--- src/rtl/sdr_audio_dac.sv ---
// sdr_audio_dac: multi-channel audio output stage. Each channel applies a signed gain,
// an arithmetic right shift and saturation, converts to offset binary and drives a 1-bit
// output through either bit-reversed PWM or a first-order sigma-delta modulator.
// Gain, mode, mute, shift and the clip counter live in a small Wishbone register file.
module sdr_audio_dac #(
    parameter int unsigned NCHAN     = 2,
    parameter int unsigned IW        = 16,
    parameter int unsigned GW        = 16,
    parameter int unsigned PWM_BITS  = 16,
    parameter int unsigned CLIP_BITS = 16
) (
    input  logic                  i_clk,
    input  logic                  i_reset,
    input  logic                  i_en,
    input  logic                  i_wb_cyc,
    input  logic                  i_wb_stb,
    input  logic                  i_wb_we,
    input  logic [1:0]            i_wb_addr,
    input  logic [31:0]           i_wb_data,
    input  logic [3:0]            i_wb_sel,
    output logic                  o_wb_stall,
    output logic                  o_wb_ack,
    output logic [31:0]           o_wb_data,
    input  logic                  i_ce,
    input  logic [NCHAN*IW-1:0]   i_sample,
    output logic [NCHAN-1:0]      o_pwm,
    output logic                  o_clip
);

    // Full-precision product width.
    localparam int unsigned PW = IW + GW;

    localparam logic [PWM_BITS-1:0]  MIDSCALE = {1'b1, {(PWM_BITS-1){1'b0}}};
    localparam logic [PWM_BITS-1:0]  SAT_MAX  = {1'b0, {(PWM_BITS-1){1'b1}}};
    localparam logic [PWM_BITS-1:0]  SAT_MIN  = {1'b1, {(PWM_BITS-1){1'b0}}};
    localparam logic [PWM_BITS-1:0]  CNT_ONE  = {{(PWM_BITS-1){1'b0}}, 1'b1};
    localparam logic [CLIP_BITS-1:0] CLIP_MAX = {CLIP_BITS{1'b1}};
    localparam logic [CLIP_BITS-1:0] CLIP_ONE = {{(CLIP_BITS-1){1'b0}}, 1'b1};

    localparam logic [1:0] ADDR_GAIN  = 2'd0;
    localparam logic [1:0] ADDR_CTRL  = 2'd1;
    localparam logic [1:0] ADDR_CLIP  = 2'd2;
    localparam logic [1:0] ADDR_LEVEL = 2'd3;

    // ------------------------------------------------------------------
    // Register file state
    // ------------------------------------------------------------------
    logic signed [GW-1:0]  gain_q, gain_d;
    logic                  mode_q, mode_d;
    logic                  mute_q, mute_d;
    logic [4:0]            shift_q, shift_d;
    logic [CLIP_BITS-1:0]  clip_cnt_q, clip_cnt_d;
    logic                  ack_q;
    logic [31:0]           rdata_q, rdata_d;
    logic [31:0]           rd_mux;
    logic                  wr_en;
    logic                  clip_clr;

    // ------------------------------------------------------------------
    // Datapath state
    // ------------------------------------------------------------------
    logic                  v1_q;
    logic signed [PW-1:0]  prod_q [NCHAN];
    logic signed [PW-1:0]  prod_d [NCHAN];

    logic                  v2_q;
    logic signed [PW-1:0]  shifted [NCHAN];
    logic [PW-PWM_BITS:0]  hi_bits [NCHAN];
    logic [PWM_BITS-1:0]   sat_q [NCHAN];
    logic [PWM_BITS-1:0]   sat_d [NCHAN];
    logic [NCHAN-1:0]      clip2_q, clip2_d;

    logic [PWM_BITS-1:0]   level_q [NCHAN];
    logic [PWM_BITS-1:0]   level_d [NCHAN];
    logic                  clip_q, clip_d;

    // ------------------------------------------------------------------
    // Output modulator state
    // ------------------------------------------------------------------
    logic [PWM_BITS-1:0]   cnt_q, cnt_d;
    logic [PWM_BITS-1:0]   brev;
    logic [PWM_BITS-1:0]   acc_q [NCHAN];
    logic [PWM_BITS-1:0]   acc_d [NCHAN];
    logic [PWM_BITS:0]     acc_sum [NCHAN];
    logic [NCHAN-1:0]      pwm_q, pwm_d;

    // Bus signals with no function here; kept visible so nothing dangles.
    logic unused_bus;
    assign unused_bus = ^{i_wb_cyc, i_wb_sel, i_wb_data};

    assign o_wb_stall = 1'b0;
    assign o_wb_ack   = ack_q;
    assign o_wb_data  = rdata_q;
    assign o_pwm      = pwm_q;
    assign o_clip     = clip_q;

    // Read mux: always reflects the register contents before any same-cycle write.
    always_comb begin
        rd_mux = '0;
        case (i_wb_addr)
            ADDR_GAIN:  rd_mux = 32'(gain_q);
            ADDR_CTRL: begin
                rd_mux[0]    = mode_q;
                rd_mux[1]    = mute_q;
                rd_mux[12:8] = shift_q;
            end
            ADDR_CLIP:  rd_mux = 32'(clip_cnt_q);
            ADDR_LEVEL: rd_mux = 32'(level_q[0]);
            default:    rd_mux = '0;
        endcase
    end

    // Register-file next state; a clear write to the clip counter beats an increment.
    always_comb begin
        wr_en      = i_wb_stb && i_wb_we;
        gain_d     = gain_q;
        mode_d     = mode_q;
        mute_d     = mute_q;
        shift_d    = shift_q;
        clip_clr   = 1'b0;
        rdata_d    = i_wb_stb ? rd_mux : rdata_q;
        if (wr_en) begin
            case (i_wb_addr)
                ADDR_GAIN: gain_d = i_wb_data[GW-1:0];
                ADDR_CTRL: begin
                    mode_d  = i_wb_data[0];
                    mute_d  = i_wb_data[1];
                    shift_d = i_wb_data[12:8];
                end
                ADDR_CLIP: clip_clr = 1'b1;
                default: ;
            endcase
        end
        if (clip_clr) begin
            clip_cnt_d = '0;
        end else if (clip_d && (clip_cnt_q != CLIP_MAX)) begin
            clip_cnt_d = clip_cnt_q + CLIP_ONE;
        end else begin
            clip_cnt_d = clip_cnt_q;
        end
    end

    // Register file, bus acknowledge and read-data registers.
    always_ff @(posedge i_clk) begin
        if (i_reset) begin
            gain_q     <= '0;
            mode_q     <= 1'b0;
            mute_q     <= 1'b0;
            shift_q    <= '0;
            clip_cnt_q <= '0;
            ack_q      <= 1'b0;
            rdata_q    <= '0;
        end else begin
            gain_q     <= gain_d;
            mode_q     <= mode_d;
            mute_q     <= mute_d;
            shift_q    <= shift_d;
            clip_cnt_q <= clip_cnt_d;
            ack_q      <= i_wb_stb;
            rdata_q    <= rdata_d;
        end
    end

    // Stage 1: full-precision signed product of each sample with the current gain.
    always_comb begin
        for (int c = 0; c < NCHAN; c++) begin
            prod_d[c] = $signed({{GW{i_sample[c*IW+IW-1]}}, i_sample[c*IW +: IW]})
                      * $signed({{IW{gain_q[GW-1]}}, gain_q});
        end
    end

    // Stage 2: arithmetic shift, then saturate when the discarded high bits are not
    // all copies of the new sign bit.
    always_comb begin
        clip2_d = '0;
        for (int c = 0; c < NCHAN; c++) begin
            shifted[c] = prod_q[c] >>> shift_q;
            hi_bits[c] = shifted[c][PW-1:PWM_BITS-1];
            if ((&hi_bits[c]) || !(|hi_bits[c])) begin
                sat_d[c] = shifted[c][PWM_BITS-1:0];
            end else begin
                sat_d[c]   = shifted[c][PW-1] ? SAT_MIN : SAT_MAX;
                clip2_d[c] = 1'b1;
            end
        end
    end

    // Stage 3: offset-binary level (midscale when muted) and the any-channel clip pulse.
    always_comb begin
        clip_d = v2_q && (|clip2_q);
        for (int c = 0; c < NCHAN; c++) begin
            level_d[c] = mute_q ? MIDSCALE : {~sat_q[c][PWM_BITS-1], sat_q[c][PWM_BITS-2:0]};
        end
    end

    // Pipeline registers; data stages only load when their valid bit is set.
    always_ff @(posedge i_clk) begin
        if (i_reset) begin
            v1_q    <= 1'b0;
            v2_q    <= 1'b0;
            clip2_q <= '0;
            clip_q  <= 1'b0;
            for (int c = 0; c < NCHAN; c++) begin
                level_q[c] <= MIDSCALE;
            end
        end else begin
            v1_q   <= i_ce;
            v2_q   <= v1_q;
            clip_q <= clip_d;
            if (v1_q) begin
                clip2_q <= clip2_d;
            end
            for (int c = 0; c < NCHAN; c++) begin
                if (i_ce) begin
                    prod_q[c] <= prod_d[c];
                end
                if (v1_q) begin
                    sat_q[c] <= sat_d[c];
                end
                if (v2_q) begin
                    level_q[c] <= level_d[c];
                end
            end
        end
    end

    // Modulators: shared bit-reversed PWM ramp and per-channel sigma-delta accumulators.
    // Both keep running regardless of mode or enable so switching is glitch-free.
    always_comb begin
        cnt_d = cnt_q + CNT_ONE;
        brev  = '0;
        for (int i = 0; i < PWM_BITS; i++) begin
            brev[i] = cnt_q[PWM_BITS-1-i];
        end
        pwm_d = '0;
        for (int c = 0; c < NCHAN; c++) begin
            acc_sum[c] = {1'b0, acc_q[c]} + {1'b0, level_q[c]};
            acc_d[c]   = acc_sum[c][PWM_BITS-1:0];
            if (!i_en) begin
                // Idle pattern: toggle every clock to stay DC-balanced.
                pwm_d[c] = ~pwm_q[c];
            end else if (mode_q) begin
                pwm_d[c] = acc_sum[c][PWM_BITS];
            end else begin
                pwm_d[c] = (brev < level_q[c]);
            end
        end
    end

    // Modulator registers.
    always_ff @(posedge i_clk) begin
        if (i_reset) begin
            cnt_q <= '0;
            pwm_q <= '0;
            for (int c = 0; c < NCHAN; c++) begin
                acc_q[c] <= '0;
            end
        end else begin
            cnt_q <= cnt_d;
            pwm_q <= pwm_d;
            for (int c = 0; c < NCHAN; c++) begin
                acc_q[c] <= acc_d[c];
            end
        end
    end

endmodule

--- config.mk ---
export PLATFORM = sky130hd
export DESIGN_NAME = sdr_audio_dac
export DESIGN_NICKNAME = d
export VERILOG_FILES = /design/src/rtl/sdr_audio_dac.sv
export SDC_FILE = /design/constraint.sdc
export NUM_CORES = 2
export LEC_CHECK = 0
export BUFFER_PORTS_ARGS = -buffer_cell sky130_fd_sc_hd__buf_2
export CAP_MARGIN = 5
export CORE_MARGIN = 2
export CORE_UTILIZATION = 45
export CTS_CLUSTER_SIZE = 24
export DETAILED_ROUTE_END_ITERATION = 6
export GPL_TIMING_DRIVEN = 0
export PLACE_DENSITY_LB_ADDON = 0.3
export SYNTH_ARGS = -nofsm -noshare
export SYNTH_HDL_FRONTEND = slang
export SYNTH_SLANG_ARGS = --single-unit
--- constraint.sdc ---
create_clock -name i_clk -period 12 [get_ports i_clk]
set_clock_uncertainty 0.1 [all_clocks]
set_input_delay 2.4 -clock i_clk [delete_from_list [all_inputs] [get_ports i_clk]]
set_output_delay 2.4 -clock i_clk [all_outputs]
set_load 0.05 [all_outputs]
==> reports/metrics.sh <==
PLACEMENT.IO_BUFFERS=91
ROUTE.FINAL.WIRE_LENGTH_UM=94200
SYNTHESIS.AREA_UM2=33400
REGTOREGENDPOINT='prod_q[0][61]'
CRITPATHLAUNCHTYPE='input pin'
GP_ROUTABILITY_CONGESTION=0.952
INSERTION_DELAY_NS=0.57
WORSTREG2REGSTART='gain_q[8]'
START_UTIL=0.456
FIRST_PASS_ITERS=6
SYNTH-SEQ-CELLS=240
REG2REGPATHDEPTH=24
HOLDBUFCOUNTCTS=0
DRIVE_GT1_FRAC=0.0655
CLK_PIN_SLEW_WORST_PATHS_NS=0.06
TRITONCTS.NUM_BUFFERS=28
DRV_CAP=0
CELLPOWERDENSITY_nW_PER_UM2=74.4
POST_CTS_RESIZED=0
GRT_OVERALL_USAGE=0.248
WORSTPATHMAXFANOUT=10
TIMING.HOLD.WORST_PATH_DEPTH=2
SEQUENTIAL_SHARE_OF_THE_SYNTHESIZED_AREA=0.182
TIMING.SLEW.HEADROOM=0.252
POSTSYNTHCELLCOUNT=3517
LAYOUT.CELL_AREA.NON_FILLER_UM2=36200
CP.ARRIVAL_NS=9.81
FINAL_ANTENNA_NET_COUNT=0
WORSTSETUPENDPOINTTYPE='flop'
MAX-CLOCK-PATH-BUFFERS=3
SYN-NUM-NETS=4348
SYNTH-MAIN-FF-CELL='sky130_fd_sc_hd__edfxtp_1'
DRT-INITIAL-DRC-COUNT=1749
RSZ0062_AT_GRT='false'
LAYOUT_OVERHEAD_ON_THE_SYNTHESIZED_AREA_PCT=8.18
ROOT_BUFFER='sky130_fd_sc_hd__clkbuf_16'
DIE_X_UM=277
FINALHOLDWORSTSLACK_NS=0.382
DRT_DRC_VIOLATIONS_LEFT=0
TIMING.FMAX_MHz=104
WORST_PIN_SLEW_NS=1.12
COREAREA_UM2=73300
VIAS_IN_THE_FIRST_GLOBAL_ROUTE=25449
PERIOD_NEEDED_NS=9.63
NUMBER_OF_ENABLE_FLIP_FLOP_CELLS_AFTER_SYNTHESIS=128
VDD_DROP_MAX_mV=0.107
SYNTH-WARNING-COUNT=0
GRT_PASS1_WL_UM=147000
DPL.HPWL_UM=78400
AVGSYNTHCELLAREA_UM2=9.51
RUN_STATUS='completed'
TIMING.HOLD.WORST_ENDPOINT='o_wb_data[5]'
SETUP.REG_TO_REG.WORST_SLACK_NS=3.54
ROW_COUNT=99
AVGVIACOUNTPERCELL=5.44
REPORT.FINAL.SLEW_VIOL_COUNT=0
REQUIRED_NS=12.18
ROUTE.DETAILED.WL_PER_INST_UM=20.4
TIMING.SETUP.CRITICAL_PATH_CLASS='input pin to flop'
SETUP-TNS-FINAL_NS=0
CLOCK_TREE.HTREE_LEVEL_COUNT=1
DIE_HEIGHT_UM=277
GRT-OVFL-TOTAL=0
YOSYS.CELL_TYPES.COUNT=71
PLACED_CELL_AREA_UM2=35200
ANTENNA_FOUND_INITIAL=11
IO_PINS=114
AREA_OF_THE_DIE_UM2=76500
VIA_COUNT=25163
TRITONCTS_NUM_SINKS=240
FIN_NETS=4471
TOTAL_LEAKAGE_POWER_nW=17.5
CTS.REPAIR_TIMING.SETUP_BUFFER_COUNT=0
TYPE_OF_THE_TIGHTEST_MIN_DELAY_CHECK='flop to flop'
PERIOD_SHARE=0.802
POSTSYNTH.ASYNCRESETSHARE=0
SETUP_VIOLATIONS=0
TIMING.HOLD.WORST.START='o_wb_data[5]'
TRITONCTS='built'
GRT_MAX_DEGREE=35
HOLD_VIOLATIONS=0
## report_power, final
| group | total [W] | internal (W) | switching (W) |
|---|---|---|---|
| Clock | 0.000917 | 0.000548 | 0.000369 |
| Combinational | 0.000795 | 0.000304 | 0.000490 |
| Sequential | 0.000981 | 0.000936 | 0.0000444 |
## worst max-delay path by stage
stage | cells after the start | from | endpoint | slack [ns]
2_1_floorplan | 21 | i_sample[27] | prod_q[0][61] | 3.67
3_3_place_gp | 22 | i_sample[27] | prod_q[0][61] | 1.93
3_5_place_dp | 22 | i_sample[28] | prod_q[0][61] | 1.91
4_1_cts | 22 | i_sample[28] | prod_q[0][61] | 2.50
5_1_grt | 22 | i_sample[28] | prod_q[0][61] | 2.12
6_report | 22 | i_sample[28] | prod_q[0][61] | 2.37
## cell families after synthesis
| group | count (synthesis) | share of synthesized area |
|---|---|---|
| compound gates | 419 | 0.0791 |
| buf+inv | 802 | 0.0934 |
| simple gates | 1045 | 0.151 |
| flops | 240 | 0.182 |
| other cells | 1 | 0.000112 |
| xor+xnor | 112 | 0.0293 |
| mux | 144 | 0.0649 |
| fa+ha+maj | 754 | 0.400 |
## final cells by class
cell class | count | area [um^2]
Clock inverter | 18 | 209
Inverter | 619 | 2320
Fill cell | 6982 | 37200
Clock buffer | 34 | 806
Tap cell | 959 | 1200
Sequential cell | 240 | 6090
Buffer | 183 | 801
Multi-Input combinational cell | 2475 | 24200
Timing Repair Buffer | 93 | 503
Antenna cell | 3 | 7.51
## flip-flops by register name, summed over array words and instances, names as in the netlist
name,flops
cnt_q,16
sat_q,32
o_clip,1
mode_q,1
o_wb_ack,1
prod_q,64
clip2_q,2
mute_q,1
v1_q,1
o_wb_data,17
acc_q,32
gain_q,16
clip_cnt_q,16
v2_q,1
level_q,32
o_pwm,2
shift_q,5
## cells in the mapped netlist, types with 4 or more instances
| cell type | instances | area (um^2) |
|---|---|---|
| sky130_fd_sc_hd__o21a_1 | 11 | 82.6 |
| sky130_fd_sc_hd__o21bai_1 | 10 | 75.1 |
| sky130_fd_sc_hd__xnor2_1 | 73 | 639 |
| sky130_fd_sc_hd__a31oi_1 | 15 | 93.8 |
| sky130_fd_sc_hd__or2_2 | 7 | 43.8 |
| sky130_fd_sc_hd__inv_1 | 617 | 2320 |
| sky130_fd_sc_hd__buf_2 | 6 | 30.0 |
| sky130_fd_sc_hd__mux2i_1 | 71 | 711 |
| sky130_fd_sc_hd__o21ai_0 | 77 | 385 |
| sky130_fd_sc_hd__a211oi_1 | 37 | 278 |
| sky130_fd_sc_hd__a311oi_1 | 8 | 70.1 |
| sky130_fd_sc_hd__mux4_2 | 30 | 676 |
| sky130_fd_sc_hd__nand4_1 | 13 | 81.3 |
| sky130_fd_sc_hd__o21ai_1 | 21 | 105 |
| sky130_fd_sc_hd__buf_6 | 4 | 45.0 |
| sky130_fd_sc_hd__or3_1 | 11 | 68.8 |
| sky130_fd_sc_hd__and2_1 | 288 | 1800 |
| sky130_fd_sc_hd__fa_1 | 526 | 10500 |
| sky130_fd_sc_hd__nand2_1 | 385 | 1450 |
| sky130_fd_sc_hd__o211ai_1 | 10 | 75.1 |
| sky130_fd_sc_hd__mux2_2 | 22 | 248 |
| sky130_fd_sc_hd__a21o_1 | 44 | 330 |
| sky130_fd_sc_hd__nor4_1 | 11 | 68.8 |
| sky130_fd_sc_hd__dfxtp_1 | 112 | 2240 |
| sky130_fd_sc_hd__xor2_1 | 39 | 342 |
| sky130_fd_sc_hd__o41ai_1 | 5 | 43.8 |
| sky130_fd_sc_hd__and4_1 | 5 | 43.8 |
| sky130_fd_sc_hd__a211o_1 | 4 | 35.0 |
| sky130_fd_sc_hd__nand3_1 | 37 | 185 |
| sky130_fd_sc_hd__and3_1 | 11 | 68.8 |
| sky130_fd_sc_hd__a21oi_1 | 139 | 696 |
| sky130_fd_sc_hd__nor2b_1 | 26 | 163 |
| sky130_fd_sc_hd__mux4_1 | 20 | 526 |
| sky130_fd_sc_hd__buf_4 | 16 | 120 |
| sky130_fd_sc_hd__ha_1 | 228 | 2850 |
| sky130_fd_sc_hd__edfxtp_1 | 128 | 3840 |
| sky130_fd_sc_hd__nor3_1 | 25 | 125 |
| sky130_fd_sc_hd__nor2_1 | 191 | 717 |
| sky130_fd_sc_hd__clkbuf_1 | 145 | 544 |
| sky130_fd_sc_hd__o31a_1 | 4 | 35.0 |
| sky130_fd_sc_hd__buf_1 | 11 | 41.3 |
| sky130_fd_sc_hd__nand2b_1 | 24 | 150 |
| sky130_fd_sc_hd__o31ai_1 | 4 | 30.0 |
## through the flow
step,std cells,utilization,total power (W),setup WS (ns)
after floorplan,3517,-,0.00154,3.67
after global placement,4567,0.479,0.00177,1.93
after detailed placement,4569,0.479,0.00178,1.91
after CTS,4621,0.493,0.00270,2.50
after global routing,4621,0.493,0.00283,2.12
final,4624,0.493,0.00269,2.37
## cells in the final DEF (no fill, tap or decap), types with 77 or more instances in the layout
master and n:
sky130_fd_sc_hd__dfxtp_1 112, sky130_fd_sc_hd__nand2_1 385, sky130_fd_sc_hd__clkbuf_1 145, sky130_fd_sc_hd__inv_1 617
sky130_fd_sc_hd__edfxtp_1 128, sky130_fd_sc_hd__and2_1 288, sky130_fd_sc_hd__ha_1 228, sky130_fd_sc_hd__a21oi_1 139
sky130_fd_sc_hd__o21ai_0 77, sky130_fd_sc_hd__buf_2 97, sky130_fd_sc_hd__nor2_1 191, sky130_fd_sc_hd__fa_1 526
## metal layers
metal | track usage | vias up | routed length [um]
li1 | - | 11458 | -
met1 | 0.323 | 12676 | 38900
met2 | 0.427 | 859 | 46100
met3 | 0.0402 | 162 | 6320
met4 | 0.0700 | 8 | 2810
met5 | 0 | - | 51
## critical path, stage by stage
cell and delay (ns):
sky130_fd_sc_hd__buf_2 0.22, sky130_fd_sc_hd__clkbuf_1 0.62, sky130_fd_sc_hd__nand2_1 0.17, sky130_fd_sc_hd__fa_1 0.54, sky130_fd_sc_hd__fa_1 0.54, sky130_fd_sc_hd__fa_1 0.52
sky130_fd_sc_hd__inv_1 0.06, sky130_fd_sc_hd__fa_1 0.51, sky130_fd_sc_hd__fa_1 0.49, sky130_fd_sc_hd__inv_1 0.05, sky130_fd_sc_hd__fa_1 0.49, sky130_fd_sc_hd__inv_1 0.05
sky130_fd_sc_hd__ha_1 0.31, sky130_fd_sc_hd__and2_1 0.18, sky130_fd_sc_hd__a221o_1 0.38, sky130_fd_sc_hd__a41o_1 0.26, sky130_fd_sc_hd__a21oi_1 0.39, sky130_fd_sc_hd__a31oi_1 0.27
sky130_fd_sc_hd__a41oi_1 0.49, sky130_fd_sc_hd__o21ai_0 0.26, sky130_fd_sc_hd__a31oi_1 0.25, sky130_fd_sc_hd__xnor2_1 0.35
No activity file was read; power rests on OpenSTA's default activity.
